[config.mk]
export PLATFORM = sky130hd
export DESIGN_NAME = fetch_unit
export DESIGN_NICKNAME = d
export VERILOG_FILES = /design/src/rtl/fetch_unit.sv
export SDC_FILE = /design/constraint.sdc
export NUM_CORES = 1
export LEC_CHECK = 0
export ABC_AREA = 1
export ABC_CLOCK_PERIOD_IN_PS = 4450
export CORE_MARGIN = 3
export CORE_UTILIZATION = 25
export DETAILED_ROUTE_END_ITERATION = 16
export GPL_ROUTABILITY_DRIVEN = 0
export REMOVE_ABC_BUFFERS = 1
export SLEW_MARGIN = 20
export SYNTH_ARGS = -nofsm -noshare
export SYNTH_HDL_FRONTEND = slang
export SYNTH_SLANG_ARGS = --single-unit
[constraint.sdc]
create_clock -name clk -period 4.45 [get_ports clk]
set_input_delay 0.6675 -clock clk [delete_from_list [all_inputs] [get_ports clk]]
set_output_delay 0.6675 -clock clk [all_outputs]
set_load 0.1 [all_outputs]
[src/rtl/fetch_unit.sv]
// Instruction fetch unit: requests one instruction word at pc, holds it for the
// controller while it executes, then advances pc by sequential, branch or jump rules.
module fetch_unit (
   input  logic        clk,
   input  logic        reset,
   output logic        imem_req,
   output logic [15:0] imem_addr,
   input  logic        imem_ack,
   input  logic [15:0] imem_rdata,
   output logic [15:0] instr,
   output logic [3:0]  opcode,
   output logic        instr_valid,
   output logic [15:0] pc,
   input  logic        pcsrc,
   input  logic        jump,
   input  logic [15:0] signimm,
   input  logic        stall,
   output logic        fetch_err
);

   typedef enum logic [1:0] {
      IDLE = 2'b00,
      REQ  = 2'b01,
      EXEC = 2'b10,
      HALT = 2'b11
   } state_t;

   localparam logic [3:0] WAIT_LIMIT = 4'd15;

   state_t      state, state_nxt;
   logic [3:0]  wait_cnt, wait_cnt_nxt;
   logic [15:0] pc_nxt, instr_nxt;
   logic        fetch_err_nxt;

   logic [15:0] pc_plus2;
   logic [15:0] branch_target;
   logic [15:0] jump_target;
   logic [15:0] next_pc;

   // Branch offsets count instruction words, so they are doubled into bytes.
   assign pc_plus2      = pc + 16'd2;
   assign branch_target = pc_plus2 + (signimm << 1);
   assign jump_target   = {pc_plus2[15:13], instr[11:0], 1'b0};

   always_comb begin
      if (jump)
         next_pc = jump_target;
      else if (pcsrc)
         next_pc = branch_target;
      else
         next_pc = pc_plus2;
   end

   // NOTE: every variable gets its hold value first so no path leaves one
   // unassigned; that is what keeps this block from inferring latches.
   always_comb begin
      state_nxt     = state;
      wait_cnt_nxt  = wait_cnt;
      pc_nxt        = pc;
      instr_nxt     = instr;
      fetch_err_nxt = fetch_err;

      case (state)
         IDLE: begin
            state_nxt    = REQ;
            wait_cnt_nxt = 4'd0;
         end

         REQ: begin
            // An ack on the last permitted cycle still wins over the timeout.
            if (imem_ack) begin
               instr_nxt = imem_rdata;
               state_nxt = EXEC;
            end else if (wait_cnt == WAIT_LIMIT) begin
               state_nxt     = HALT;
               fetch_err_nxt = 1'b1;
            end else begin
               wait_cnt_nxt = wait_cnt + 4'd1;
            end
         end

         EXEC: begin
            if (!stall) begin
               pc_nxt       = next_pc;
               state_nxt    = REQ;
               wait_cnt_nxt = 4'd0;
            end
         end

         HALT: begin
            state_nxt = HALT;
         end

         default: begin
            state_nxt = IDLE;
         end
      endcase
   end

   // NOTE: state is updated with non-blocking assignments so every register
   // samples the values from before this edge, regardless of statement order.
   always_ff @(posedge clk) begin
      if (reset) begin
         state     <= IDLE;
         wait_cnt  <= 4'd0;
         pc        <= 16'h0000;
         instr     <= 16'h0000;
         fetch_err <= 1'b0;
      end else begin
         state     <= state_nxt;
         wait_cnt  <= wait_cnt_nxt;
         pc        <= pc_nxt;
         instr     <= instr_nxt;
         fetch_err <= fetch_err_nxt;
      end
   end

   assign imem_req    = (state == REQ);
   assign instr_valid = (state == EXEC);
   assign imem_addr   = pc;
   assign opcode      = instr[15:12];

endmodule
==> results of run 1 <==
## area by class of cell
type	count	area [µm²]
Tap cell	140	175
Multi-Input combinational cell	295	1680
Fill cell	1175	7110
Clock buffer	6	139
Inverter	55	206
Clock inverter	2	12.5
Timing Repair Buffer	89	891
Sequential cell	38	761
## routing by layer
| metal | part of all wire, % | routed length (µm) | vias to the layer above | GRT usage (%) |
|---|---|---|---|---|
| met3 | 6.0 | 459 | 8 | 3.23 |
| li1 | - | - | 1470 | - |
| met2 | 46 | 3490 | 71 | 20.6 |
| met5 | 0 | 0 | - | 0 |
| met1 | 47 | 3620 | 1225 | 16.5 |
| met4 | 1.1 | 85 | 0 | 3.13 |
## layout by cell type, fill, tap and decap left out, drive strengths merged
master and instances:
nand2 96, a221oi 2, nor3 8, clkinv 2, nor3b 2, nor2 23, nand4 3, and2b 1
dfxtp 38, or2 1, a21boi 1, conb 2, fa 1, ha 20, a31o 1, xnor2 5
clkdlybuf4s50 89, o21ai 33, a21o 2, a211oi 1, clkbuf 6, nand3 19, xor2 12, o211ai 2
a31oi 3, nand3b 3, o21bai 1, inv 54, a21oi 53, clkinvlp 1
## registers in the layout (all words and copies together), names as in the netlist
signal     flops
instr         16
imem_addr     15
fetch_err      1
state          2
wait_cnt       4
## cells by family (layout without fill, tap and decap cells)
kind of cell,Yosys count,after routing
buffers and inverters,85,152
other,1,2
AO/OA/AOI/OAI,99,99
flip-flops,38,38
XOR/XNOR,17,17
adder cells (fa/ha/maj),21,21
AND/OR/NAND/NOR,156,156
## power by group through the flow
stage | Sequential [mW] | Combinational [mW] | Clock [mW]
CTS | 0.374 | 0.386 | 0.365
floorplan | 0.522 | 0.130 | 0
global route | 0.377 | 0.413 | 0.381
finish | 0.374 | 0.384 | 0.355
detailed placement | 0.381 | 0.384 | 0
global placement | 0.381 | 0.382 | 0
## stage by stage
step                      worst slack [ns]  cells  hold slack, ns  power [mW]  util [%]
after floorplan                      0.478    388           0.457       0.652         -
after global placement                1.70    617           0.457       0.763      33.8
after detailed placement              1.68    617           0.461       0.765      33.8
after CTS                             1.66    625           0.478        1.13      35.2
after global routing                  1.28    625           0.502        1.17      35.2
final                                 1.69    625           0.469        1.11      35.2
## worst max path at each step
| stage | startpoint | end | slack, ns | cells after the start |
|---|---|---|---|---|
| final | imem_addr[1] | imem_addr[15] | 1.69 | 19 |
| after global routing | imem_addr[1] | imem_addr[15] | 1.28 | 19 |
| after CTS | imem_addr[1] | imem_addr[15] | 1.66 | 19 |
| after detailed placement | imem_addr[1] | imem_addr[15] | 1.68 | 18 |
| after global placement | imem_addr[1] | imem_addr[15] | 1.70 | 18 |
| after floorplan | imem_addr[7] | imem_addr[15] | 0.48 | 18 |
## worst min-delay path: cells and delay by family (launching register included)
kind	cells	cell delay, ns
flip-flops	1	0.32
AND/OR/NAND/NOR	1	0.07
AO/OA/AOI/OAI	1	0.04
==> results.md, run 1 <==
* Outcome: finished clean
* Max incr delay on CP at approximately 0.46 ns
* Max Root-Sink Buffers at 2
* Die X at 113 µm
* Setup Viol. Count Final at 0
* Vias at 2774
* Clk slew on worst S/H paths at 0.06 ns
* Crit path arrival time at 2.98 ns
* Top cell type's share of synthesized area at 26.8%
* Crit path kind: flip-flop to flip-flop
* H-tree depth at 2
* Clk_lat worst skew at around 0.28 ns
* Worst r2r src: imem_addr[1]
* Core ar. at 0.0110 mm²
* Root Driver: clkbuf_16
* Max-cap viol count at 0
* Total track usage at 12.6%
* Slew headroom at between 30% and 40%
* Synthesized cell area at 0.00284 mm²
* Internal power at 689 µW
* Clock share of power at 31.9%
* Clock Sinks at 38
* FF-to-FF End: imem_addr[15]
* Postcts setup bufs at 0
* RSZ-0062 raised after global routing: false
* Most frequent cell after synthesis: nand2_1
* Post-synth EDFFs at 0
* Drt drc at 0
* IO Port Bufs at 89
* # nets final at 543
* Flop pwr share at 33.6%
* Largest family of logic cells by synthesized area: simple AND/OR/NAND/NOR gates
* Grt total ovfl at 0
* Initial drt markers at 107
* VDD IR-drop max at 0.249 mV
* CTS tree: built
* Xor and xnor area share after synthesis at 5.51%
* Setup_tns at 0 ns
* Setup Skew at 0.00407 ns
* Fin. Hold Viols at 0
* Drt pass-1 iters at 4
* Initial Util at 25.9%
* Post-CTS sizing at 0
* Average vias per placed instance at 4.44
* Critical path, cell by cell: ha_1, nand2_1, nor3_2, nand3_1, xor2_1, inv_1, ha_1, nand2_1, nor2_1, inv_1, nor2_1, nand2_1, nand3_1, nand3_1, nand2_1, nand3_1, nand2_1, inv_1, nor2_1
* Die H at 113 µm
* Worst Reg-to-Reg Cells at 19
* Cell variety after synth at 42
* Fin. max-slew vios at 0
* Site Rows at 38
* CTS buffer count at 5
* Crit path max-delay family: simple AND/OR/NAND/NOR gates
* Final HPWL DP at between 6000 and 7000 µm
* Peak Freq at 0.362 GHz
* CP most frequent cell: nand2_1
* Power Density at around 290 mW/mm²
* Post-layout min period at approximately 2.8 ns
* Max FO, Critical Path at 7
* Post-DP Area at between 0.003 and 0.004 mm²
* First-pass GRT wire length at 13200 µm
* Worst hold path startpoint: fetch_err
* WL final at 7650 µm
* Top post-synthesis cells by area: dfxtp_1, nand2_1, a21oi_1
* Die footprint at between 0.01 and 0.015 mm²
* Worst Hold Class: flip-flop to flip-flop
* Switch share at 38.0%
* Slowest stage cell, crit path: dfxtp_1
* Cell count after synthesis at 417
* Crit. End Element: flip-flop
* ANT nets after route at 0
* Sequential area share after synthesis at between 20% and 30%
* Ant diodes at 0
* Initial antenna violation count at 0
* Worst-Margin Slew at 0.999 ns
* Share of post-route cells with drive strength above 1 at 7.84%
* Async SR Flop Fraction at 0%
* Hold Buf Count CTS at 0
* YS warnings at 0
* WP data required at 4.67 ns
* Flop2flop setup slack at about 1.7 ns
* IO Pins at 93
* Hold endpoint: fetch_err
* Post-synth top area cell: dfxtp_1
* Startpoint types: flip-flop
* Routed wire per std cell at 12.2 µm
* Layout area overhead at 36.2%
* Mux share of post-synthesis cell area at 0%
* Post-synth top flop: dfxtp_1
* Number of global-route vias before repair at 2773
* Average size of a mapped cell at 6.81 µm²
* Compound-gate portion of the synthesized area at between 10% and 20%
* Synth top cells by count: nand2_1, a21oi_1, inv_1, dfxtp_1, buf_4
* Area share of and/or/nand/nor cells after synthesis at 25.0%
* Hold Crit Depth at 2
* Final instance area at 0.00387 mm²
* Pleak at 1.70 nW
* Final period util at 62.0%
* Comb power frac at approximately a third
* Largest net degree at the start of global routing at 23
* NetSw at 423 µW
* Register bit count reported by yosys at 38
* Adder-Cell Fraction of Synth Area at 9.52%
* CP bufs+invs at 3
Power figures use the tool's default switching activity.
==> inputs of run 2 (changes only) <==
--- a/config.mk
+++ b/config.mk
@@ -6,7 +6,7 @@
 export NUM_CORES = 1
 export LEC_CHECK = 0
 export ABC_AREA = 1
-export ABC_CLOCK_PERIOD_IN_PS = 4450
+export ABC_CLOCK_PERIOD_IN_PS = 2800
 export CORE_MARGIN = 3
 export CORE_UTILIZATION = 25
 export DETAILED_ROUTE_END_ITERATION = 16
==> constraint.sdc (replaced) <==
create_clock -name clk -period 2.8 [get_ports clk]
set_input_delay 0.42 -clock clk [delete_from_list [all_inputs] [get_ports clk]]
set_output_delay 0.42 -clock clk [all_outputs]
set_load 0.1 [all_outputs]
==> results.md, run 2 (synthesis results as in run 1) <==
* Max reg flops at 16 (unchanged)
* Clock share of power at 31.4% (-0.5 points)
* IO Port Bufs at 89 (unchanged)
* Flop pwr share at 33.3% (-0.3 points)
* Number of global-route vias before repair at 2728 (-1.6%)
* Die H at 113 µm (unchanged)
* Largest net degree at the start of global routing at 22 (-4.3%)
* Initial drt markers at 121 (+13%)
* Worst r2r src: imem_addr[1]
* Final core utilization at 36.1% (+0.92 points)
* Clk slew on worst S/H paths at 0.05 ns (about the same)
* Max FO, Critical Path at 4 (-3)
* Max Root-Sink Buffers at 2 (unchanged)
* # nets final at 558 (+2.8%)
* Share of post-route cells with drive strength above 1 at 24.8% (+17 points)
* Setup Viol. Count Final at 0 (unchanged)
* Fin. max-slew vios at 0 (unchanged)
* Die X at 113 µm (unchanged)
* Final Hold Slack at 0.480 ns (+0.0112 ns)
* Setup_tns at 0 ns (unchanged)
* Fin. Hold Viols at 0 (unchanged)
* Flop2flop setup slack at 0.23 ns (-1.46 ns)
* Pleak at 1.89 nW (+11%)
* Grt total ovfl at 0 (unchanged)
* WP data required at 2.97 ns (-1.70 ns)
* Commonest non-fill, non-tap cell in the layout: nand2_1
* Initial antenna violation count at 0 (unchanged)
* IO Pins at 93 (unchanged)
* Vias at 2806 (+1.2%)
* Comb power frac at 35.3% (+0.8 points)
* VDD IR-drop max at 0.360 mV (+45%)
* Routed wire per std cell at 12.6 µm (+3.2%)
* Drt drc at 0 (unchanged)
* Worst Setup SP: imem_addr[1]
* Startpoint types: flip-flop
* Crit. End Element: flip-flop
* Clock Sinks at 38 (unchanged)
* Power Density at 447 mW/mm² (+56%)
* Die footprint at 0.0127 mm² (unchanged)
* Outcome: finished clean
* Most frequent cells in the layout: nand2_1, buf_4, a21oi_1
* Worst Reg-to-Reg Cells at 18 (-1)
* Ant diodes at 0 (unchanged)
* Setup Skew at 0.00312 ns (-0.000952 ns)
* Core ar. at 0.0110 mm² (unchanged)
* Switch share at 38.1% (about the same)
* Site Rows at 38 (unchanged)
* Root Driver: clkbuf_16
* NetSw at 676 µW (+60%)
* Final HPWL DP at 6590 µm (+6.0%)
* Setup crit end: imem_addr[15]
* Drt pass-1 iters at 4 (unchanged)
* Worst Hold Class: flip-flop to flip-flop
* Most flop-heavy register: instr
* Pre-CTS WS at 0.0357 ns (-1.64 ns)
* Crit path kind: flip-flop to flip-flop
* WL final at 8090 µm (+5.7%)
* Total track usage at 12.5% (-0.11 points)
* Final cell count without fillers at 640 (+2.4%)
* Peak Freq at 0.389 GHz (+7.5%)
* ANT nets after route at 0 (unchanged)
* Final period util at 91.7% (+30 points)
* Crit path arrival time at 2.74 ns (-0.24 ns)
* Internal power at 1.10 mW (+60%)
* CTS buffer count at 5 (unchanged)
* First-pass GRT wire length at 13200 µm (+0.11%)
* Max-cap viol count at 0 (unchanged)
* CTS tree: built
* Post-layout min period at 2.57 ns (-0.192 ns)
* Final Worst Setup Slack at 0.232 ns (-1.46 ns)
* Layout area overhead at 39.8%
* DP Cell Count at 628 (+1.8%)
* Average vias per placed instance at 4.38 (-1.2%)
* Clk_lat worst skew at 0.27 ns (about the same)
* FF-to-FF End: imem_addr[15]
* H-tree depth at 2 (unchanged)
* Initial Util at 25.9% (unchanged)
-- run 2: per-stage QoR --
stage / instance area (µm²) / total power, mW
2_1_floorplan: 2650 / 1.04
3_3_place_gp: 3670 / 1.21
3_5_place_dp: 3670 / 1.22
4_1_cts: 3810 / 1.78
5_1_grt: 3970 / 1.86
6_report: 3970 / 1.78
-- run 2: layout make-up --
cell class / instances / area [µm²]
well taps: 140 / 175
clock buffers: 7 / 143
flip-flops and latches: 38 / 773
inverters: 55 / 206
clock inverters: 1 / 5.00
repair buffers: 104 / 871
fillers: 1163 / 7010
multi-input cells: 295 / 1800
-- run 2: per-layer routing --
metal | routed length [µm] | vias up | GRT usage [%]
li1 | - | 1506 | -
met1 | 3770 | 1214 | 16.9
met2 | 3820 | 78 | 20.4
met3 | 402 | 8 | 2.21
met4 | 90 | 0 | 3.21
met5 | 0 | - | 0
-- run 2: how the worst min path moves through the flow --
stage	start	depth (start not counted)	slack [ns]	to
finish	instr[0]	2	0.48	instr[0]
global route	instr[6]	2	0.51	instr[6]
CTS	instr[0]	2	0.48	instr[0]
detailed placement	fetch_err	2	0.47	fetch_err
global placement	fetch_err	2	0.46	fetch_err
floorplan	wait_cnt[1]	2	0.46	wait_cnt[1]
-- run 2: worst max-delay path, cell delays in order (launching register included) --
cell and delay (ns):
dfxtp_4 0.39, ha_4 0.15, nand2_1 0.09, nor3_2 0.23
nand3_1 0.15, xor2_2 0.18, inv_2 0.08, ha_4 0.27
nand2_1 0.07, nor2_2 0.12, inv_1 0.05, nor2_1 0.09
nand2_1 0.07, nand3_1 0.11, nand4_1 0.12, nand3_1 0.10
nand2_1 0.06, inv_1 0.06, nor2_1 0.04
-- run 2: power by group through the flow --
stage                     Combinational [mW]  Clock, mW  Sequential, mW
after floorplan                        0.206          0           0.830
after global placement                 0.611          0           0.601
after detailed placement               0.616          0           0.602
after CTS                              0.618      0.570           0.591
after global routing                   0.671      0.593           0.595
final                                  0.627      0.557           0.592
-- run 2: timing repair --
| action | 4_1_cts | 5_1_grt |
|---|---|---|
| setup endpoints to repair | 0 | 1 |
| hold buffers | 0 | 0 |
| resized for setup | 0 | 25 |
| buffers inserted | 0 | 4 |
==> inputs of run 3 (changes only) <==
--- a/config.mk
+++ b/config.mk
@@ -7,7 +7,6 @@
 export LEC_CHECK = 0
 export ABC_AREA = 1
 export ABC_CLOCK_PERIOD_IN_PS = 2800
-export CORE_MARGIN = 3
 export CORE_UTILIZATION = 25
 export DETAILED_ROUTE_END_ITERATION = 16
 export GPL_ROUTABILITY_DRIVEN = 0
==> results.md, run 3 (synthesis results as in run 1) <==
* Max reg flops at 16 (unchanged)
* Final HPWL DP at 6200 µm (-5.8%)
* Worst Hold Class: flip-flop to flip-flop
* CTS tree: built
* Post-DP Area at 0.00367 mm² (unchanged)
* Fillers at 1154 (-0.77%)
* Outcome: finished clean
* Crit path arrival time at 2.75 ns (about the same)
* Site Rows at 38 (unchanged)
* Fin. max-slew vios at 0 (unchanged)
* Initial Util at 26.0% (+0.11 points)
* Sequential Area at 771 µm² (-0.32%)
* Average vias per placed instance at 4.43 (+1.1%)
* Die X at 109 µm (-3.6%)
* Grt total ovfl at 0 (unchanged)
* Clock Sinks at 38 (unchanged)
* Pleak at 1.90 nW (+0.47%)
* IO Port Bufs at 89 (unchanged)
* Final period util at 90.7% (-1.0 points)
* Setup Skew at 0.00345 ns (+0.000326 ns)
* DP Cell Count at 628 (unchanged)
* Setup_tns at 0 ns (unchanged)
* Vias at 2824 (+0.64%)
* Routed wire per std cell at 12.0 µm (-4.7%)
* Commonest non-fill, non-tap cell in the layout: nand2_1
* Total track usage at 13.4% (+0.96 points)
* Startpoint types: flip-flop
* Initial drt markers at 105 (-13%)
* Core ar. at 0.0109 mm² (-0.43%)
* Layout area overhead at 37.6%
* ANT nets after route at 0 (unchanged)
* Peak Freq at 0.394 GHz (+1.2%)
* Power Density at 451 mW/mm² (+0.94%)
* Post-layout min period at 2.54 ns (-0.0294 ns)
* M2 GR Usage at 22.7% (+2.3 points)
* Setup Viol. Count Final at 0 (unchanged)
* Final instance area at 0.00391 mm² (-1.5%)
* Most flop-heavy register: instr
* VDD IR-drop max at 0.378 mV (+4.7%)
* Crit path kind: flip-flop to flip-flop
* Fin. Hold Viols at 0 (unchanged)
* CTS buffer count at 5 (unchanged)
* WP data required at 3.02 ns (+0.05 ns)
* Gr busiest metal: met2
* First-pass GRT wire length at 12600 µm (-5.1%)
* Most frequent cells in the layout: nand2_1, buf_4, a21oi_1
* Number of global-route vias before repair at 2666 (-2.3%)
* Final cell count without fillers at 637 (-0.47%)
* Root Driver: clkbuf_16
* Drt pass-1 iters at 4 (unchanged)
* RSZ-0062 raised after global routing: false
* Max-cap viol count at 0 (unchanged)
* Initial antenna violation count at 0 (unchanged)
* WL final at 7670 µm (-5.1%)
* Die footprint at 0.0118 mm² (-7.0%)
* Largest net degree at the start of global routing at 22 (unchanged)
* Crit. End Element: flip-flop
* H-tree depth at 2 (unchanged)
* Hold Buf Count CTS at 0 (unchanged)
* Max Root-Sink Buffers at 2 (unchanged)
* Ant diodes at 0 (unchanged)
* Area of the multi-input gates at 0.00176 mm² (-2.0%)
* Met3 Use GR at 2.17% (-0.040 points)
* Drt drc at 0 (unchanged)
* Clk slew on worst S/H paths at 0.05 ns (about the same)
* IO Pins at 93 (unchanged)
* Clk_lat worst skew at 0.27 ns (about the same)
* Met1 usage at 17.5% (+0.55 points)
* Share of post-route cells with drive strength above 1 at 23.1% (-1.7 points)
* Max FO, Critical Path at 6 (+2)
* # nets final at 555 (-0.54%)
* Die H at 109 µm (-3.6%)
==> run 3: changes by cell type in the layout (fill, tap and decap cells not counted), sizes merged <==
cell / previous run / this run
buf: 68 / 65
==> run 3: report_power, final <==
group          total (mW)  internal, mW  switching [mW]  leakage [nW]
registers           0.590         0.566          0.0242         0.312
clock network       0.555         0.353           0.202        0.0739
logic               0.620         0.177           0.442          1.52
total                1.76          1.10           0.669          1.90
==> run 3: worst paths after layout <==
kind | from | slack, ns | cells past startpoint | endpoint
worst max-delay path | imem_addr[2] | 0.26 | 18 | imem_addr[15]
worst max register to register | imem_addr[2] | 0.26 | 18 | imem_addr[15]
worst min-delay path | instr[0] | 0.48 | 2 | instr[0]
worst min register to register | instr[0] | 0.48 | 2 | instr[0]
==> run 3: final cells by class <==
cell class,instances,share of cell area [%]
Multi-Input combinational cell,295,45.0
Tap cell,140,4.48
Sequential cell,38,19.7
Inverter,55,5.28
Clock inverter,1,0.128
Timing Repair Buffer,101,21.7
Clock buffer,7,3.65
==> run 3: repair_timing <==
item,in CTS,in global routing
setup endpoints to repair,0,3
gates resized for setup,0,18
hold endpoints to repair,0,0
setup buffers,0,1
==> run 3: worst max-delay path, cell delays in order, from the launching register on <==
cell and delay (ns):
dfxtp_4 0.38, ha_1 0.18, nand3_2 0.12, nor3_4 0.20
xor2_1 0.22, inv_1 0.13, ha_4 0.30, nand2_1 0.07
nor2_2 0.14, inv_1 0.05, nor2_1 0.08, nand2_1 0.07
nand3_1 0.11, nand3_1 0.08, nand2_1 0.10, nand3_1 0.07
nand2_1 0.06, inv_1 0.03, nor2_1 0.08
==> run 3: layer usage <==
layer  share of wire, %  wire, µm
met4               0.89        68
met2                 48      3660
met1                 46      3540
met3                5.3       405
met5                  0         0
==> run 3: metrics by stage <==
stage,setup slack [ns],hold WS (ns),power (mW),util [%]
after floorplan,-1.17,0.457,1.04,-
after global placement,0.140,0.465,1.21,33.5
after detailed placement,0.0946,0.463,1.22,33.5
after CTS,0.0727,0.482,1.77,34.9
after global routing,0.000408,0.507,1.85,35.7
final,0.261,0.483,1.76,35.7
